$ cat config.mk
export PLATFORM = sky130hd
export DESIGN_NAME = bcd_seq_calc
export DESIGN_NICKNAME = d
export VERILOG_FILES = /design/src/rtl/bcd_calc_pkg.sv /design/src/rtl/bcd_digit_add.sv /design/src/rtl/bcd_seq_calc.sv
export SDC_FILE = /design/constraint.sdc
export NUM_CORES = 1
export LEC_CHECK = 0
export BUFFER_PORTS_ARGS = -buffer_cell sky130_fd_sc_hd__buf_2
export CAP_MARGIN = 20
export CORE_ASPECT_RATIO = 1.1
export CORE_UTILIZATION = 54
export DETAILED_ROUTE_END_ITERATION = 10
export PLACE_DENSITY = 0.78
export SLEW_MARGIN = 10
export SYNTH_ARGS = -nofsm -noshare
export SYNTH_HDL_FRONTEND = slang
export SYNTH_SLANG_ARGS = --single-unit
$ cat constraint.sdc
create_clock -name clk -period 3.34 [get_ports clk]
set_input_delay 0.835 -clock clk [delete_from_list [all_inputs] [get_ports clk]]
set_output_delay 0.835 -clock clk [all_outputs]
set_load 0.05 [all_outputs]
$ cat src/rtl/bcd_calc_pkg.sv
// Shared types and constants for the digit-serial BCD add/subtract calculator.
package bcd_calc_pkg;

    typedef enum logic [1:0] {
        IDLE = 2'd0,
        RUN  = 2'd1,
        DONE = 2'd2
    } state_e;

    localparam logic       OP_ADD   = 1'b0;
    localparam logic       OP_SUB   = 1'b1;
    localparam logic [3:0] BCD_MAX  = 4'd9;
    localparam logic [3:0] BCD_CORR = 4'd6;

endpackage : bcd_calc_pkg

$ cat src/rtl/bcd_digit_add.sv
// Combinational single-digit BCD adder: {cout, sum} = a + b + cin with decimal correction.
module bcd_digit_add
    import bcd_calc_pkg::*;
(
    input  logic [3:0] a,
    input  logic [3:0] b,
    input  logic       cin,
    output logic [3:0] sum,
    output logic       cout
);

    logic [4:0] bin_sum;

    always_comb begin
        bin_sum = 5'(a) + 5'(b) + 5'(cin);
        if (bin_sum > 5'(BCD_MAX)) begin
            sum  = 4'(bin_sum + 5'(BCD_CORR));
            cout = 1'b1;
        end else begin
            sum  = bin_sum[3:0];
            cout = 1'b0;
        end
    end

endmodule : bcd_digit_add

$ cat src/rtl/bcd_seq_calc.sv
// Digit-serial BCD add/subtract controller sharing one bcd_digit_add over all digits.
// Optional build macro BCD_CALC_SAT_EN saturates the result on ovf (all 9s) / unf (all 0s).
module bcd_seq_calc
    import bcd_calc_pkg::*;
#(
    parameter int unsigned DIGITS = 2
) (
    input  logic                  clk,
    input  logic                  rst_n,
    input  logic                  start,
    input  logic                  op,
    input  logic [4*DIGITS-1:0]   a_bcd,
    input  logic [4*DIGITS-1:0]   b_bcd,
    output logic                  busy,
    output logic                  done,
    output logic [4*DIGITS-1:0]   result,
    output logic                  ovf,
    output logic                  unf,
    output logic                  invalid
);

    localparam int unsigned W        = 4 * DIGITS;
    localparam int unsigned IDX_W    = (DIGITS > 1) ? $clog2(DIGITS) : 1;
    localparam logic [IDX_W-1:0] LAST_IDX = IDX_W'(DIGITS - 1);

    state_e             state_q, state_d;
    logic [W-1:0]       a_q, a_d;
    logic [W-1:0]       b_q, b_d;
    logic               op_q, op_d;
    logic [IDX_W-1:0]   idx_q, idx_d;
    logic               carry_q, carry_d;
    logic [W-1:0]       result_q, result_d;
    logic               ovf_q, ovf_d;
    logic               unf_q, unf_d;
    logic               invalid_q, invalid_d;
    logic               busy_q, busy_d;
    logic               done_q, done_d;

    logic               bad_c;
    logic [3:0]         a_dig_c;
    logic [3:0]         b_dig_c;
    logic [3:0]         addend_c;
    logic [3:0]         sum_c;
    logic               cout_c;

    // Validity is judged on the latched operands during the first RUN cycle.
    always_comb begin
        bad_c = 1'b0;
        for (int unsigned i = 0; i < DIGITS; i++) begin
            if ((a_q[4*i +: 4] > BCD_MAX) || (b_q[4*i +: 4] > BCD_MAX)) begin
                bad_c = 1'b1;
            end
        end
    end

    always_comb begin
        a_dig_c  = a_q[{idx_q, 2'b00} +: 4];
        b_dig_c  = b_q[{idx_q, 2'b00} +: 4];
        addend_c = (op_q == OP_SUB) ? (BCD_MAX - b_dig_c) : b_dig_c;
    end

    bcd_digit_add u_digit_add (
        .a    (a_dig_c),
        .b    (addend_c),
        .cin  (carry_q),
        .sum  (sum_c),
        .cout (cout_c)
    );

    // State register.
    always_ff @(posedge clk or negedge rst_n) begin
        if (!rst_n) begin
            state_q <= IDLE;
        end else begin
            state_q <= state_d;
        end
    end

    // Next-state logic.
    always_comb begin
        state_d = state_q;
        case (state_q)
            IDLE: if (start) state_d = RUN;
            RUN:  if (bad_c || (idx_q == LAST_IDX)) state_d = DONE;
            DONE: state_d = IDLE;
            default: state_d = IDLE;
        endcase
    end

    // Datapath and registered-output next values.
    always_comb begin
        a_d       = a_q;
        b_d       = b_q;
        op_d      = op_q;
        idx_d     = idx_q;
        carry_d   = carry_q;
        result_d  = result_q;
        ovf_d     = ovf_q;
        unf_d     = unf_q;
        invalid_d = invalid_q;

        case (state_q)
            IDLE: begin
                if (start) begin
                    a_d       = a_bcd;
                    b_d       = b_bcd;
                    op_d      = op;
                    idx_d     = '0;
                    carry_d   = op;
                    ovf_d     = 1'b0;
                    unf_d     = 1'b0;
                    invalid_d = 1'b0;
                end
            end
            RUN: begin
                if (bad_c) begin
                    invalid_d = 1'b1;
                    result_d  = '0;
                end else begin
                    result_d[{idx_q, 2'b00} +: 4] = sum_c;
                    carry_d = cout_c;
                    idx_d   = idx_q + IDX_W'(1);
                    if (idx_q == LAST_IDX) begin
                        if (op_q == OP_ADD) begin
                            ovf_d = cout_c;
                        end else begin
                            unf_d = ~cout_c;
                        end
`ifdef BCD_CALC_SAT_EN
                        if ((op_q == OP_ADD) && cout_c) begin
                            result_d = {DIGITS{BCD_MAX}};
                        end
                        if ((op_q == OP_SUB) && !cout_c) begin
                            result_d = '0;
                        end
`endif
                    end
                end
            end
            default: ;
        endcase

        busy_d = (state_d != IDLE);
        done_d = (state_d == DONE);
    end

    always_ff @(posedge clk or negedge rst_n) begin
        if (!rst_n) begin
            a_q       <= '0;
            b_q       <= '0;
            op_q      <= 1'b0;
            idx_q     <= '0;
            carry_q   <= 1'b0;
            result_q  <= '0;
            ovf_q     <= 1'b0;
            unf_q     <= 1'b0;
            invalid_q <= 1'b0;
            busy_q    <= 1'b0;
            done_q    <= 1'b0;
        end else begin
            a_q       <= a_d;
            b_q       <= b_d;
            op_q      <= op_d;
            idx_q     <= idx_d;
            carry_q   <= carry_d;
            result_q  <= result_d;
            ovf_q     <= ovf_d;
            unf_q     <= unf_d;
            invalid_q <= invalid_d;
            busy_q    <= busy_d;
            done_q    <= done_d;
        end
    end

    assign busy    = busy_q;
    assign done    = done_q;
    assign result  = result_q;
    assign ovf     = ovf_q;
    assign unf     = unf_q;
    assign invalid = invalid_q;

endmodule : bcd_seq_calc

# Yosys cells after proc, flatten, opt, wreduce, memory -nomap -nowiden
# Index checks and enable logic that the tools add are counted.
# classes
add_sub_neg	6
order_cmp	5
n_eq_ne	8
n_shift	4
muxes	26
n_bitwise	1
n_reduce_logical	11
# ops
cell	count
greater-than comparator 4 bit (second input constant)	4
variable part select 8 x 4 -> 4 bit	2
two-way mux 1 bit	14
inequality test 2 bit (second input constant)	6
one-hot mux 1 bit (2 select lines)	5
AND reduction 5 bit	2
bitwise mux 8 bit	1
two-way mux 4 bit	2
two-way mux 8 bit	1
variable shift 4 x 5 -> 8 bit (first input constant)	1
variable part select 4 x 5 -> 8 bit	1
AND reduction 3 bit	2
adder 4 x 4 -> 5 bit	1
adder 5 x 1 -> 5 bit	1
greater-than comparator 5 x 4 -> 1 bit (second input constant)	1
negator 3 -> 5 bit	1
adder 4 x 3 -> 4 bit (second input constant)	1
two-way mux 2 bit	2
one-hot mux 2 bit (2 select lines)	1
nonzero test 2 bit	2
subtractor 4 bit (first input constant)	1
logical OR 1 bit	3
equality test 2 x 1 -> 1 bit (second input constant)	1
equality test 2 bit (second input constant)	1
4 further kinds	4
# word_totals
reg_bits	34
output_inout_bits	13
word_cells	73

# Longest topological paths before layout
# Gate-level depths: netlist of run 1.
# depth
word_depth	12
ltp_mapped	12

# By module
# Synthesis of run 1 repeated with hierarchy kept, for this count alone.
# hier_totals
cells_unflattened	171
area_unflattened_um2	1732.9
# modules_own_cells
mod	instances	cells_per_inst	area_per_inst_um2	seq_area_each_um2
bcd_seq_calc	1	149	1521.5	850.8
bcd_digit_add	1	22	211.5	0.0

# Worst setup path after synthesis of run 1
# Ideal clock, no wire load.
# synth_path
kind	register to register
from	register idx_q
to	register result_q[2], in the netlist result[2]
setup_ns	0.121
arrival_ns	2.791
slack_ns	0.428
stages_incl_launch_ff	13
n_path_buf	1
cell_sequence	dfrtp_1 buf_2 mux2i_1 xnor2_1 fa_1 inv_1 fa_1 xnor2_1 ha_1 a22oi_1 a31oi_4 mux2i_1 a22o_1
# synth_via
elab_chain_cells	10
elab_cells_between_ends	14
cone_classes	add/sub (5); order compare (1); shift (4); mux (4)
# synth_rtl
element	line	text
start: declaration	bcd_seq_calc.sv:30	logic [IDX_W-1:0] idx_q, idx_d;
start signal: assignment	bcd_seq_calc.sv:164	idx_q <= idx_d;
variable part select 8 x 4 -> 4 bit	bcd_seq_calc.sv:58	b_dig_c = b_q[{idx_q, 2'b00} +: 4];
subtractor 4 bit	bcd_seq_calc.sv:59	addend_c = (op_q == OP_SUB) ? (BCD_MAX - b_dig_c) : b_dig_c;
two-way mux 4 bit	bcd_seq_calc.sv:59	
adder 4 x 4 -> 5 bit	bcd_digit_add.sv:15	bin_sum = 5'(a) + 5'(b) + 5'(cin);
adder 5 x 1 -> 5 bit	bcd_digit_add.sv:15	
adder 4 x 3 -> 4 bit / greater-than comparator 5 x 4 -> 1 bit (equally long branches)	bcd_digit_add.sv:17, bcd_digit_add.sv:16	
two-way mux 4 bit	bcd_digit_add.sv:16	if (bin_sum > 5'(BCD_MAX)) begin
variable part select 4 x 5 -> 8 bit	bcd_seq_calc.sv:120	result_d[{idx_q, 2'b00} +: 4] = sum_c;
bitwise mux 8 bit (*)	bcd_seq_calc.sv:120	
two-way mux 8 bit (*)	bcd_seq_calc.sv:116	if (bad_c) begin
end signal: assignment	bcd_seq_calc.sv:166	result_q <= result_d;
end: declaration	bcd_seq_calc.sv:32	logic [W-1:0] result_q, result_d;
# Mark *: on every way between the ends. The rest lies on a longest branch, timed or not.
# A chain may end at the register's enable or synchronous reset.

# Final worst setup path of run 1
# layout_path
from	register idx_q
to	register result_q[1], in the netlist result[1]
# Same word-level chain as after synthesis.

==> results of run 1 <==
## kinds of logic after synthesis
family	after synthesis
buffers and inverters	14
AO/OA/AOI/OAI	36
AND/OR/NAND/NOR	22
flip-flops	34
multiplexers	25
adder cells (fa/ha/maj)	7
XOR/XNOR	4
## synthesized netlist by cell type, drive strengths merged (2+ instances only)
library cell | number | area (um2)
mux2i | 6 | 60.06
a22o | 8 | 70.07
xnor2 | 3 | 26.28
dfrtp | 34 | 850.8
nor2 | 8 | 30.03
ha | 5 | 62.56
a21o | 5 | 40.04
fa | 2 | 40.04
o31ai | 2 | 15.01
nor3 | 2 | 10.01
o21ai | 8 | 40.04
clkbuf | 3 | 11.26
nand2 | 2 | 7.510
a21oi | 4 | 20.02
inv | 10 | 37.54
mux2 | 19 | 214.0
or2 | 2 | 12.51
o41ai | 2 | 25.03
a31oi | 2 | 27.53
## worst max-delay path, cell delays in order (launching register included)
cell	delay, ps
dfrtp_2	540
mux2i_1	260
xnor2_1	160
fa_1	210
inv_1	50
fa_1	430
xnor2_2	190
ha_1	240
a22oi_1	330
a31oi_4	160
xnor2_1	180
a22o_1	240
## layout make-up
cell class                 count  area, um2  area share (%)
sequential                    34      852.1           43.02
multi-input combinational     94      820.8           41.44
timing repair buffer          33      167.7           8.465
clock buffer                   7      55.05           2.780
tap                           34      42.54           2.148
inverter                      10      37.54           1.895
clock inverter                 1      5.005          0.2527
## through the flow
stage	worst slack (ps)	instances	utilization (%)	hold WS [ps]
detailed placement	57.23	205	63.27	473.3
global placement	270.9	205	63.27	472.3
finish	242.2	213	65.55	505.1
CTS	47.18	213	65.26	503.1
floorplan	427.7	142	-	438.1
global route	17.83	213	65.55	523.9
## routing by layer
metal | vias up | part of all wire [%]
met2 | 41 | 52
li1 | 589 | -
met4 | 0 | 1.2
met3 | 6 | 5.4
met1 | 590 | 42
met5 | - | 0
## sequential cells by signal, summed over array words and instances, names as in the netlist, 2 cells and up
signal	count
a_q	8
b_q	8
result	8
state_q	2
## path summary, 6_finish.rpt
path / start / endpoint / slack, ps / depth (start not counted)
min in group asynchronous: rst_n / result[4] / 550 / 1
max in group asynchronous: rst_n / idx_q / 2280 / 1
min reg2reg: carry_q / carry_q / 510 / 1
max reg2reg: idx_q / result[1] / 240 / 11
max: idx_q / result[1] / 240 / 11
min: carry_q / carry_q / 510 / 1
## repair_timing
item,CTS,global route
resized for setup,0,2
hold endpoints to repair,0,0
endpoints found under the setup margin,0,7
buffers inserted,0,0
==> flow_summary.ini, run 1 <==
[run_status]
outcome = finished, final reports clean

[route]
vias_per_cell = 5.756
first_pass_iters = 4
routed_wl_um = 3308
num_vias = 1226
antenna_left = 0
drcViolationCount = 0
drtIter0Drc = 51
post_drt_wl_per_cell_um = 15.53

[logic_synthesis]
yosysSeqAreaShare_pct = 49.67
synth_xor_area_share_pct = 2.045
synthFlopType = dfrtp_1
syn-num-nets = 169
synth_cells = 142
synth_fa_ha_area_share_pct = 5.990
ys_ff_latch = 34
async_flop_share_pct = 100.0
ys.warnings.count = 0
yosysUniqueCellTypes = 37
synth_compound_area_share_pct = 16.07
synth_top_family_by_area = compound AO/OA/AOI/OAI gates
synth_area_um2 = 1713
yosys.area_share.simple_pct = 7.085
muxShareOfSynthArea_pct = 16.00
synth.avg_cell_area_um2 = 12.06
synth_edf_count = 0

[timing]
min_period_ps = 3098
hold_viol = 0
setup_viol = 0
report.final.slew_viol_count = 0
skew_ps = 13.30
fin_tns_setup_ps = 0
min_period_over_period_pct = 92.75
max_freq_mhz = 322.8
relSlewSlack_pct = 50.74
worst_pin_slew_ps = 731.2
rsz0062_at_grt = no

[clock_tree]
cts_tree = yes
cts_made_buffers = 5
clk_pin_slew_ps = 110
insertion_delay_ps = 340
root_buffer = clkbuf_4
clock-sinks = 34
ctsHoldBuffers = 0
clock_path_buffers = 2
htreeDepth = 2

[grt]
grtUsageMet3_pct = 6.723
top_usage_layer = met2
antenna_found_initial = 0
grt-ovfl-total = 0
grt_pass1_wl_um = 5430
grtUsageTotal_pct = 21.63
use_met2_pct = 38.55
grt_pass1_vias = 1169
use_met1_pct = 25.41
grt_max_degree = 35

[critical_path]
worst-path-max-fanout = 12
critPathArrivalTime_ps = 3340
required_ps = 3580
path_class = reg2reg
endpoint_kind = register
start_kind = register

[placement]
dp_hpwl_um = 2475
post_dp_cell_area_um2 = 1912
place_congestion = 0.7753
io_buffers = 32

[die]
rows = 21
initial_core_util_pct = 56.69
die-area_um2 = 3402
ios = 33
fp.dieW_um = 55.70
core-area_um2 = 3022
die_h_um = 61.07

[run]
cap_violations = 0

[layout]
area_growth_pct = 15.63
final_cell_mix = 33 x dfrtp_1, 32 x buf_2, 19 x mux2_2, 10 x inv_1
drive_gt1_share_pct = 38.55
n_fill_cell = 249
design_area_um2 = 1981
nets = 205
final_common_cell = dfrtp_1
n_antenna_cell = 0

[hold_path]
worstHoldPathType = reg2reg
Power of run 1 is left out: the tool's default activity adds up to more than one toggle a clock period on the data nets, which glitch-free logic cannot reach.
==> inputs of run 2 (changes only) <==
- MAX_ROUTING_LAYER: default -> met4
- clock period: 3.34 -> 3 ns (I/O delays scaled with it)
==> run 2 against run 1 <==
  * Global-route usage increased by 2.2 points
  * Core utilization up 2.6 points
  * Setup slack worse by 100 ps
  * Wire length grew 6.5%
  * Die area unchanged
  * Highest routed layer unchanged
==> flow_summary.ini, run 2 (same netlist as run 1, synthesis figures left out) <==
[route]
drcViolationCount = 0
post_drt_wl_per_cell_um = 16.23
routed_wl_um = 3522
drtIter0Drc = 39
highest_layer = met4
wl_met2_um = 1953
wl_met1_um = 1358
vias_per_cell = 5.848
first_pass_iters = 4
routed-wl-met3_um = 140
num_vias = 1269
antenna_left = 0

[grt]
antenna_found_initial = 0
grt_pass1_wl_um = 5685
grtUsageTotal_pct = 23.85
grt_max_degree = 35
grt_pass1_vias = 1214
grt-ovfl-total = 0

[timing]
worst_pin_slew_ps = 723.1
min_period_over_period_pct = 95.43
min_period_ps = 2863
skew_ps = 11.99
max_freq_mhz = 349.3
hold_viol = 0
setup_viol = 0
setup_slack_ps = 137.2
relSlewSlack_pct = 51.79
report.final.slew_viol_count = 0

[layout]
n_antenna_cell = 0
n_fill_cell = 236
drive_gt1_share_pct = 45.36
design_area_um2 = 2058
fin_util_pct = 68.12
final_cell_mix = 32 x dfrtp_1, 32 x buf_2, 19 x mux2_2, 9 x inv_1
final_cells = 217
nets = 209
area_growth_pct = 20.16
ff_latch_area_um2 = 853.3
multi_input_area_um2 = 849.6

[die]
die_h_um = 61.07
rows = 21
initial_core_util_pct = 56.69
die-area_um2 = 3402
core-area_um2 = 3022
ios = 33
fp.dieW_um = 55.70

[placement]
io_buffers = 32
dp.cells = 208
dp_hpwl_um = 2742
preCtsSetupSlack_ps = 10.61
post_dp_cell_area_um2 = 1934
place_congestion = 0.7737

[clock_tree]
cts_made_buffers = 5
cts_tree = yes
insertion_delay_ps = 350
clock_path_buffers = 2
clock-sinks = 34
htreeDepth = 2
root_buffer = clkbuf_4
clk_pin_slew_ps = 110

[critical_path]
start_kind = register
path_class = reg2reg
required_ps = 3300
critPathArrivalTime_ps = 3160
endpoint_kind = register
worst-path-max-fanout = 5

[run_status]
outcome = finished, final reports clean

[run]
cap_violations = 0

[hold_path]
worstHoldPathType = in2async
[run 2: metal layers]
metal / GRT usage (%) / vias up
li1: - / 597
met1: 25.48 / 627
met2: 43.03 / 38
met3: 4.412 / 7
met4: 12.86 / 0
met5: - / -
[run 2: through the flow]
stage / setup TNS, ps / hold slack, ps
after floorplan: 0 / 438.1
after global routing: -12.74 / 500.3
final: 0 / 435.0
after CTS: 0 / 462.7
after detailed placement: 0 / 483.4
after global placement: 0 / 464.8
[run 2: area by class of cell]
class	count	area share, %
Inverter	10	1.824
Timing Repair Buffer	37	9.605
Clock buffer	5	1.824
Sequential cell	34	41.46
Multi-Input combinational cell	94	41.28
Clock inverter	3	1.945
Tap cell	34	2.067
[run 2: worst paths after layout]
check                      startpoint    endpoint  slack [ps]  cells after the start
setup / recovery                idx_q   result[2]         140                     11
hold / removal                  rst_n  state_q[1]         430                      1
setup reg to reg                idx_q   result[2]         140                     11
hold reg to reg               carry_q     carry_q         500                      1
max in group asynchronous       rst_n       idx_q        2050                      1
min in group clk              carry_q     carry_q         500                      1
[run 2: worst max-delay path, stage by stage, from the launching register on]
cell     delay (ps)
dfrtp_2         460
mux2i_1         230
xnor2_1         100
fa_1            380
inv_1            90
fa_2            470
inv_1            80
ha_2            200
a22oi_2         110
a31oi_4         260
mux2i_2         260
a22o_1          160
[run 2: what timing repair did]
action | CTS | global route
resized for setup | 0 | 12
buffers inserted | 0 | 1
hold buffers | 0 | 0
endpoints found under the setup margin | 0 | 8
endpoints found under the hold margin | 0 | 0
Power of run 2 is left out for the same reason.
